<file path="src/rtl/energy_sample_scheduler_pkg.sv">
// Shared types and defaults for the energy sample scheduler.
// Holds the FSM encoding, channel-index width helper and timing defaults.
package energy_sample_scheduler_pkg;

  typedef enum logic [2:0] {
    S_IDLE   = 3'd0,
    S_SETTLE = 3'd1,
    S_START  = 3'd2,
    S_WAIT   = 3'd3,
    S_EMIT   = 3'd4
  } state_t;

  localparam int SETTLE_DEF  = 2;
  localparam int TIMEOUT_DEF = 15;

  // Channel index width; never narrower than one bit.
  function automatic int ch_width(input int n);
    return (n < 2) ? 1 : $clog2(n);
  endfunction

endpackage

</file>
<file path="src/rtl/energy_sample_scheduler_rr_priority_pick.sv">
// Combinational round-robin pick: first set request at or above i_ptr, wrapping.
// Distance 0 from the pointer has the highest priority.
module rr_priority_pick #(
  parameter int N  = 4,
  parameter int IW = 2
) (
  input  logic [N-1:0]  i_req,
  input  logic [IW-1:0] i_ptr,
  output logic [IW-1:0] o_idx,
  output logic          o_found
);

  always_comb begin
    int k;
    k       = 0;
    o_idx   = '0;
    o_found = 1'b0;
    // Walk from the farthest candidate back to the pointer so the nearest one wins.
    for (int i = N - 1; i >= 0; i--) begin
      k = int'(i_ptr) + i;
      if (k >= N) k = k - N;
      if (i_req[k]) begin
        o_idx   = IW'(k);
        o_found = 1'b1;
      end
    end
  end

endmodule

</file>
<file path="src/rtl/energy_sample_scheduler.sv">
// Round-robin scheduler sharing one converter front end and one collector input
// between N_CH sources: grant, settle, start, wait for done/timeout, emit result.
module energy_sample_scheduler
  import energy_sample_scheduler_pkg::*;
#(
  parameter  int N_CH    = 4,
  parameter  int DW      = 8,
  parameter  int SETTLE  = SETTLE_DEF,
  parameter  int TIMEOUT = TIMEOUT_DEF,
  localparam int CHW     = ch_width(N_CH)
) (
  input  logic            i_clk,
  input  logic            i_rst,
  input  logic            i_en,
  input  logic [N_CH-1:0] i_req,
  output logic [N_CH-1:0] o_grant,
  output logic [CHW-1:0]  o_conv_ch,
  output logic            o_conv_start,
  input  logic            i_conv_done,
  input  logic [DW-1:0]   i_conv_data,
  output logic            o_out_valid,
  input  logic            i_out_ready,
  output logic [DW-1:0]   o_out_data,
  output logic [CHW-1:0]  o_out_ch,
  output logic            o_out_err,
  output logic            o_busy,
  output logic [7:0]      o_timeout_cnt,
  output logic [2:0]      o_state
);

  if (N_CH < 2 || N_CH > 8) begin : g_bad_nch
    $error("energy_sample_scheduler: N_CH must be 2..8");
  end
  if (SETTLE < 1 || SETTLE > 15) begin : g_bad_settle
    $error("energy_sample_scheduler: SETTLE must be 1..15");
  end
  if (TIMEOUT < 1 || TIMEOUT > 255) begin : g_bad_timeout
    $error("energy_sample_scheduler: TIMEOUT must be 1..255");
  end

  state_t            r_state;
  state_t            w_next_state;
  logic [CHW-1:0]    r_ptr;
  logic [CHW-1:0]    r_ch;
  logic [N_CH-1:0]   r_grant;
  logic [7:0]        r_cnt;
  logic [DW-1:0]     r_data;
  logic              r_err;
  logic [7:0]        r_tcnt;
  logic [CHW-1:0]    w_pick_idx;
  logic              w_found;
  logic              w_settled;
  logic              w_wait_expired;

  rr_priority_pick #(.N(N_CH), .IW(CHW)) u_pick (
    .i_req   (i_req),
    .i_ptr   (r_ptr),
    .o_idx   (w_pick_idx),
    .o_found (w_found)
  );

  // r_cnt is reused: settle cycles in SETTLE, waited cycles in WAIT.
  assign w_settled      = (r_cnt == 8'(SETTLE - 1));
  assign w_wait_expired = (r_cnt == 8'(TIMEOUT - 1));

  always_comb begin
    w_next_state = r_state;
    case (r_state)
      S_IDLE:   if (i_en && w_found) w_next_state = S_SETTLE;
      S_SETTLE: if (w_settled) w_next_state = S_START;
      S_START:  w_next_state = S_WAIT;
      S_WAIT:   if (i_conv_done || w_wait_expired) w_next_state = S_EMIT;
      S_EMIT:   if (i_out_ready) w_next_state = S_IDLE;
      default:  w_next_state = S_IDLE;
    endcase
  end

  always_ff @(posedge i_clk or posedge i_rst) begin
    if (i_rst) begin
      r_state <= S_IDLE;
      r_ptr   <= '0;
      r_ch    <= '0;
      r_grant <= '0;
      r_cnt   <= '0;
      r_data  <= '0;
      r_err   <= 1'b0;
      r_tcnt  <= '0;
    end else begin
      r_state <= w_next_state;
      case (r_state)
        S_IDLE: begin
          if (i_en && w_found) begin
            r_ch    <= w_pick_idx;
            r_grant <= N_CH'(1) << w_pick_idx;
            r_cnt   <= '0;
          end
        end
        S_SETTLE: r_cnt <= r_cnt + 8'd1;
        S_START:  r_cnt <= '0;
        S_WAIT: begin
          // A done arriving on the expiry cycle still counts as success.
          if (i_conv_done) begin
            r_data <= i_conv_data;
            r_err  <= 1'b0;
          end else if (w_wait_expired) begin
            r_data <= '0;
            r_err  <= 1'b1;
            if (r_tcnt != 8'hFF) r_tcnt <= r_tcnt + 8'd1;
          end else begin
            r_cnt <= r_cnt + 8'd1;
          end
        end
        S_EMIT: begin
          if (i_out_ready) begin
            r_ptr   <= (r_ch == CHW'(N_CH - 1)) ? '0 : r_ch + CHW'(1);
            r_grant <= '0;
          end
        end
        default: ;
      endcase
    end
  end

  // Collector handshake: o_out_valid stays high with data/ch/err frozen until a
  // cycle with i_out_ready high; that cycle is the transfer.
  assign o_grant       = r_grant;
  assign o_conv_ch     = r_ch;
  assign o_out_ch      = r_ch;
  assign o_conv_start  = (r_state == S_START);
  assign o_out_valid   = (r_state == S_EMIT);
  assign o_busy        = (r_state != S_IDLE);
  assign o_out_data    = r_data;
  assign o_out_err     = r_err;
  assign o_timeout_cnt = r_tcnt;
  assign o_state       = r_state;

endmodule

</file>
<file path="config.mk">
export PLATFORM = sky130hd
export DESIGN_NAME = energy_sample_scheduler
export DESIGN_NICKNAME = d
export VERILOG_FILES = /design/src/rtl/energy_sample_scheduler_pkg.sv /design/src/rtl/energy_sample_scheduler_rr_priority_pick.sv /design/src/rtl/energy_sample_scheduler.sv
export SDC_FILE = /design/constraint.sdc
export NUM_CORES = 1
export LEC_CHECK = 0
export ABC_AREA = 1
export ABC_CLOCK_PERIOD_IN_PS = 3150
export BUFFER_PORTS_ARGS = -buffer_cell sky130_fd_sc_hd__buf_2
export CAP_MARGIN = 25
export CORE_MARGIN = 2
export CORE_UTILIZATION = 29
export DETAILED_ROUTE_END_ITERATION = 16
export SETUP_SLACK_MARGIN = 0.05
export SLEW_MARGIN = 10
export SYNTH_ARGS = -nofsm -noshare
export SYNTH_HDL_FRONTEND = slang
export SYNTH_HIERARCHICAL = 1
export SYNTH_SLANG_ARGS = --single-unit
</file>
<file path="constraint.sdc">
create_clock -name i_clk -period 3.15 [get_ports i_clk]
set_input_delay 0 -clock i_clk [delete_from_list [all_inputs] [get_ports i_clk]]
set_output_delay 0 -clock i_clk [all_outputs]
set_load 0.02 [all_outputs]
</file>
==> metrics list <==
- Highest metal layer with signal wires: met4
- FMAX: 0.5251 GHz
- TritonCTS built the clock tree.
* Final ANT Viol Nets: 0
- In the synthesized netlist, the cells that appear most often are 98 x sky130_fd_sc_hd__nand2_1, 36 x sky130_fd_sc_hd__dfrtp_1, 34 x sky130_fd_sc_hd__nand3_1, 28 x sky130_fd_sc_hd__inv_1, 23 x sky130_fd_sc_hd__nor2_1.
- Of the total power, registers draw 0.345.
- Among all flip-flop cells after synthesis, the most frequent one is sky130_fd_sc_hd__dfrtp_1.
- Post-CTS Repair Setup Buffers: 0
* Syn. warnings: 6
- In this run, distinct cell masters in the synthesized netlist total 33.
* H-tree Lvls: 2
* Routed length on met3: 188 um
- Switching power share of the total: 0.4653
- Type of the worst setup path: flip-flop to flip-flop
* Number of top-level pins: 48
* Actual transition at the worst max-transition pin: 0.4630 ns
- The share of the Yosys chip area taken by registers is 0.4068.
* Total global routing track utilization: 0.1242
- Post-synth EDFFs: 0
- The initial antenna violation count came to 0.
- Summed over all layers, the routed wires come to 4940 um.
* Yosys reg bits: 36
* Switching pwr: 974.3 uW
* Largest area contributor in the synthesized netlist: sky130_fd_sc_hd__dfrtp_1
- The share of total power dissipated in the clock network is 0.170.
* Root buffer selected by CTS: sky130_fd_sc_hd__clkbuf_8
- The number of nets in the synthesized netlist is 319.
- The core region is 0.007331 mm^2.
* Total setup violations reported at the end of the flow: 0
* Wire length of the first global-routing pass: 8404 um
- The count of buffers added on input and output ports is 47.
* Buf+Inv Stages, Crit Path: 2
- For this run, the detailed router's first-pass iteration total came to 4.
- The worst path in the final design needs a cycle of 1.904 ns, including I/O delays and setup.
* Vias: 2,012
* WP data arrival: 2.08 ns
- Effective utilization at floorplan: 0.3021
* Required @ worst endpoint: 3.33 ns
- Of the total power, combinational logic draws 0.485.
* Largest delay contributor family on the critical path: simple AND/OR/NAND/NOR gates
- Maximum root-to-sink buffer count: 2
- For this run, the post-layout net count is 376.
- Highest ir drop seen on vdd: 0.0005547 V
- Multi-input logic area: 0.001100 mm^2
* Synthesized area: 0.002215 mm^2
- Detail-routed net length per standard cell: 10.88 um
* Critical Path Fanout Max: 15
- Proportion of layout cells with a drive suffix above 1: 0.2507
* Kind of start point of the critical path: flip-flop
- Clock Sink Count: 36
- Total half-perimeter wirelength after legalization and detailed placement: 3596 um
- The via count of the first global-routing pass came to 1,829.
- Wire length the detailed router placed on met1: 2328 um
- Synthesis produced a netlist whose cell count is 297.
- Area of the die: 0.008351 mm^2
- Number of violations of the max-capacitance limit: 0
- The analysis attributes to cell leakage a power of 0.001472 uW.
- Synth top area cells: sky130_fd_sc_hd__dfrtp_1 41%, sky130_fd_sc_hd__nand2_1 17%, sky130_fd_sc_hd__nand3_1 7.7%
- Post-synth top area share: 0.4068
* Area occupied by registers: 900.9 um^2
* Power density over the cells: 773.0 mW/mm^2
- Clock-pin slew was measured on the worst setup and hold paths at 0.07 ns.
- Dividing the final minimum period by the clock period gives 0.6046.
- Die width: 91.39 um
* Max_slew headroom: 0.6913
* Final Instance Area: 0.002709 mm^2
- Among all cell types in the netlist, the one instantiated most often is sky130_fd_sc_hd__nand2_1.
- The die is 91.39 um tall.
- From synthesis to final layout, the design area changed by 22.32%.
- The slowest stage of the critical path is the sky130_fd_sc_hd__dfrtp_1 cell.
- The final number of hold-violating endpoints came to 0.
- Counting the buffers created by CTS gives 5.
- In the final timing run, aggregate negative setup slack is 0 ns.
- The internal power of the cells totals 1120 uW.
- At the end of routability-driven placement, the weighted congestion stood at 0.8666.
- Largest net degree at the start of global routing: 37
- Outcome: finished, final reports clean
- On the worst path, the slowest cell contributes a delay of 0.58 ns.
* Mean instance size in the synthesized netlist: 7.457 um^2
- For this block, the initial DRC count from the detailed router was 92.
- After detailed routing, the number of remaining DRC violations is 0.
- STA classifies the critical path endpoint as a flip-flop.
* Antenna diode instance count: 0
- WL met2: 2329 um
- Summing all placed instances gives a cell area of 0.002512 mm^2.
* RSZ-0062 raised after global routing: no
* Routed vias/inst: 4.432
* Max Slew Vio Count: 0
- Worst hold path class: input port to flip-flop
* Most Frequent Cell on Critical Path: sky130_fd_sc_hd__nand2_1
- Counting the fill cells in the layout gives 771.
- Number of core rows: 31
- Remaining Overflow, GRT: 0
- Critical-path cell list: inv_4, nand2_2, and2_4, inv_1, nand3_1, nand2_1, a21oi_1, nand3_4, nand2_1, o21ai_2
* Proportion of register bits with asynchronous set or reset after synthesis: 1.000
* Worst-skew pair later-pin latency: 0.29 ns
- On the final layout, the worst clock skew is 0.005625 ns.
## worst reg2reg max path, delay by kind of cell (launching register included)
family	cells	cell delay (ns)
buffers and inverters	2	0.12
flip-flops	1	0.58
AND/OR/NAND/NOR	6	0.77
AO/OA/AOI/OAI	2	0.33
## power by group through the flow
stage               Combinational, uW  Clock [uW]  Sequential (uW)
floorplan                         704           0              817
global placement                 1010           0              728
detailed placement               1020           0              726
CTS                              1030         371              724
global route                     1140         388              744
finish                           1020         357              722
## state kept, by name, summed over array words and instances, names as in the netlist
register and cells:
o_conv_ch 2, o_grant 4, o_out_data 8, o_out_err 1
o_state 3, o_timeout_cnt 8, r_cnt 8, r_ptr 2
## stage by stage
| step | worst slack (ns) | hold WS (ns) | std cells | power (uW) | util |
|---|---|---|---|---|---|
| after floorplan | 1.452 | 0.1447 | 297 | 1521 | - |
| after global placement | 1.301 | 0.1370 | 436 | 1734 | 0.3427 |
| after detailed placement | 1.254 | 0.1426 | 436 | 1747 | 0.3427 |
| after CTS | 1.232 | 0.07718 | 454 | 2123 | 0.3695 |
| after global routing | 1.019 | 0.1128 | 454 | 2270 | 0.3695 |
| final | 1.246 | 0.08739 | 454 | 2094 | 0.3695 |
## layout by cell type, fill, tap and decap left out, drive strengths merged
| cell | n |
|---|---|
| clkinv | 1 |
| xnor2 | 2 |
| ha | 5 |
| xor2 | 3 |
| dfrtp | 36 |
| o31ai | 1 |
| and2 | 2 |
| or2 | 2 |
| nor2 | 24 |
| buf | 48 |
| nand2 | 110 |
| o21ai | 17 |
| inv | 37 |
| nand3 | 36 |
| a21oi | 6 |
| nand3b | 1 |
| clkbuf | 6 |
| o21bai | 3 |
| nand4 | 5 |
| dlygate4sd3 | 10 |
## logic make-up (layout without fill, tap and decap cells)
| family | count (synthesis) | after routing | share of synthesized area |
|---|---|---|---|
| flip-flops | 36 | 36 | 0.4068 |
| buffers and inverters | 44 | 102 | 0.09660 |
| AO/OA/AOI/OAI | 27 | 27 | 0.07571 |
| XOR/XNOR | 5 | 5 | 0.01978 |
| AND/OR/NAND/NOR | 180 | 180 | 0.3729 |
| adder cells (fa/ha/maj) | 5 | 5 | 0.02825 |
## path summary, 6_finish.rpt
check	startpoint	depth (start not counted)	endpoint	slack [ns]
hold / removal	i_en	3	o_conv_ch[0]	0.09
setup reg to reg	r_ptr[0]	10	r_cnt[0]	1.25
max in group asynchronous	i_rst	4	o_state[0]	2.47
hold reg to reg	o_out_data[4]	2	o_out_data[4]	0.48
min in group asynchronous	i_rst	4	o_out_data[3]	0.35
setup / recovery	r_ptr[0]	10	r_cnt[0]	1.25
## per-layer routing
| metal | global-route usage | up-vias |
|---|---|---|
| met3 | 0.03237 | 7 |
| met4 | 0.04924 | 0 |
| met2 | 0.2071 | 39 |
| met1 | 0.1523 | 918 |
| li1 | - | 1048 |
| met5 | 0 | - |
## cell type report
cell class                 instances  area share
clock buffer                       6     0.03048
clock inverter                     2    0.005081
inverter                          36     0.05358
multi-input combinational        217      0.4060
sequential                        36      0.3326
tap                               99     0.04573
timing repair buffer              58      0.1266
## repair_timing
| action | 4_1_cts | 5_1_grt |
|---|---|---|
| endpoints found under the hold margin | 45 | 0 |
| hold buffers | 10 | 0 |
| gates resized for setup | 0 | 0 |
Power figures use the tool's default switching activity.
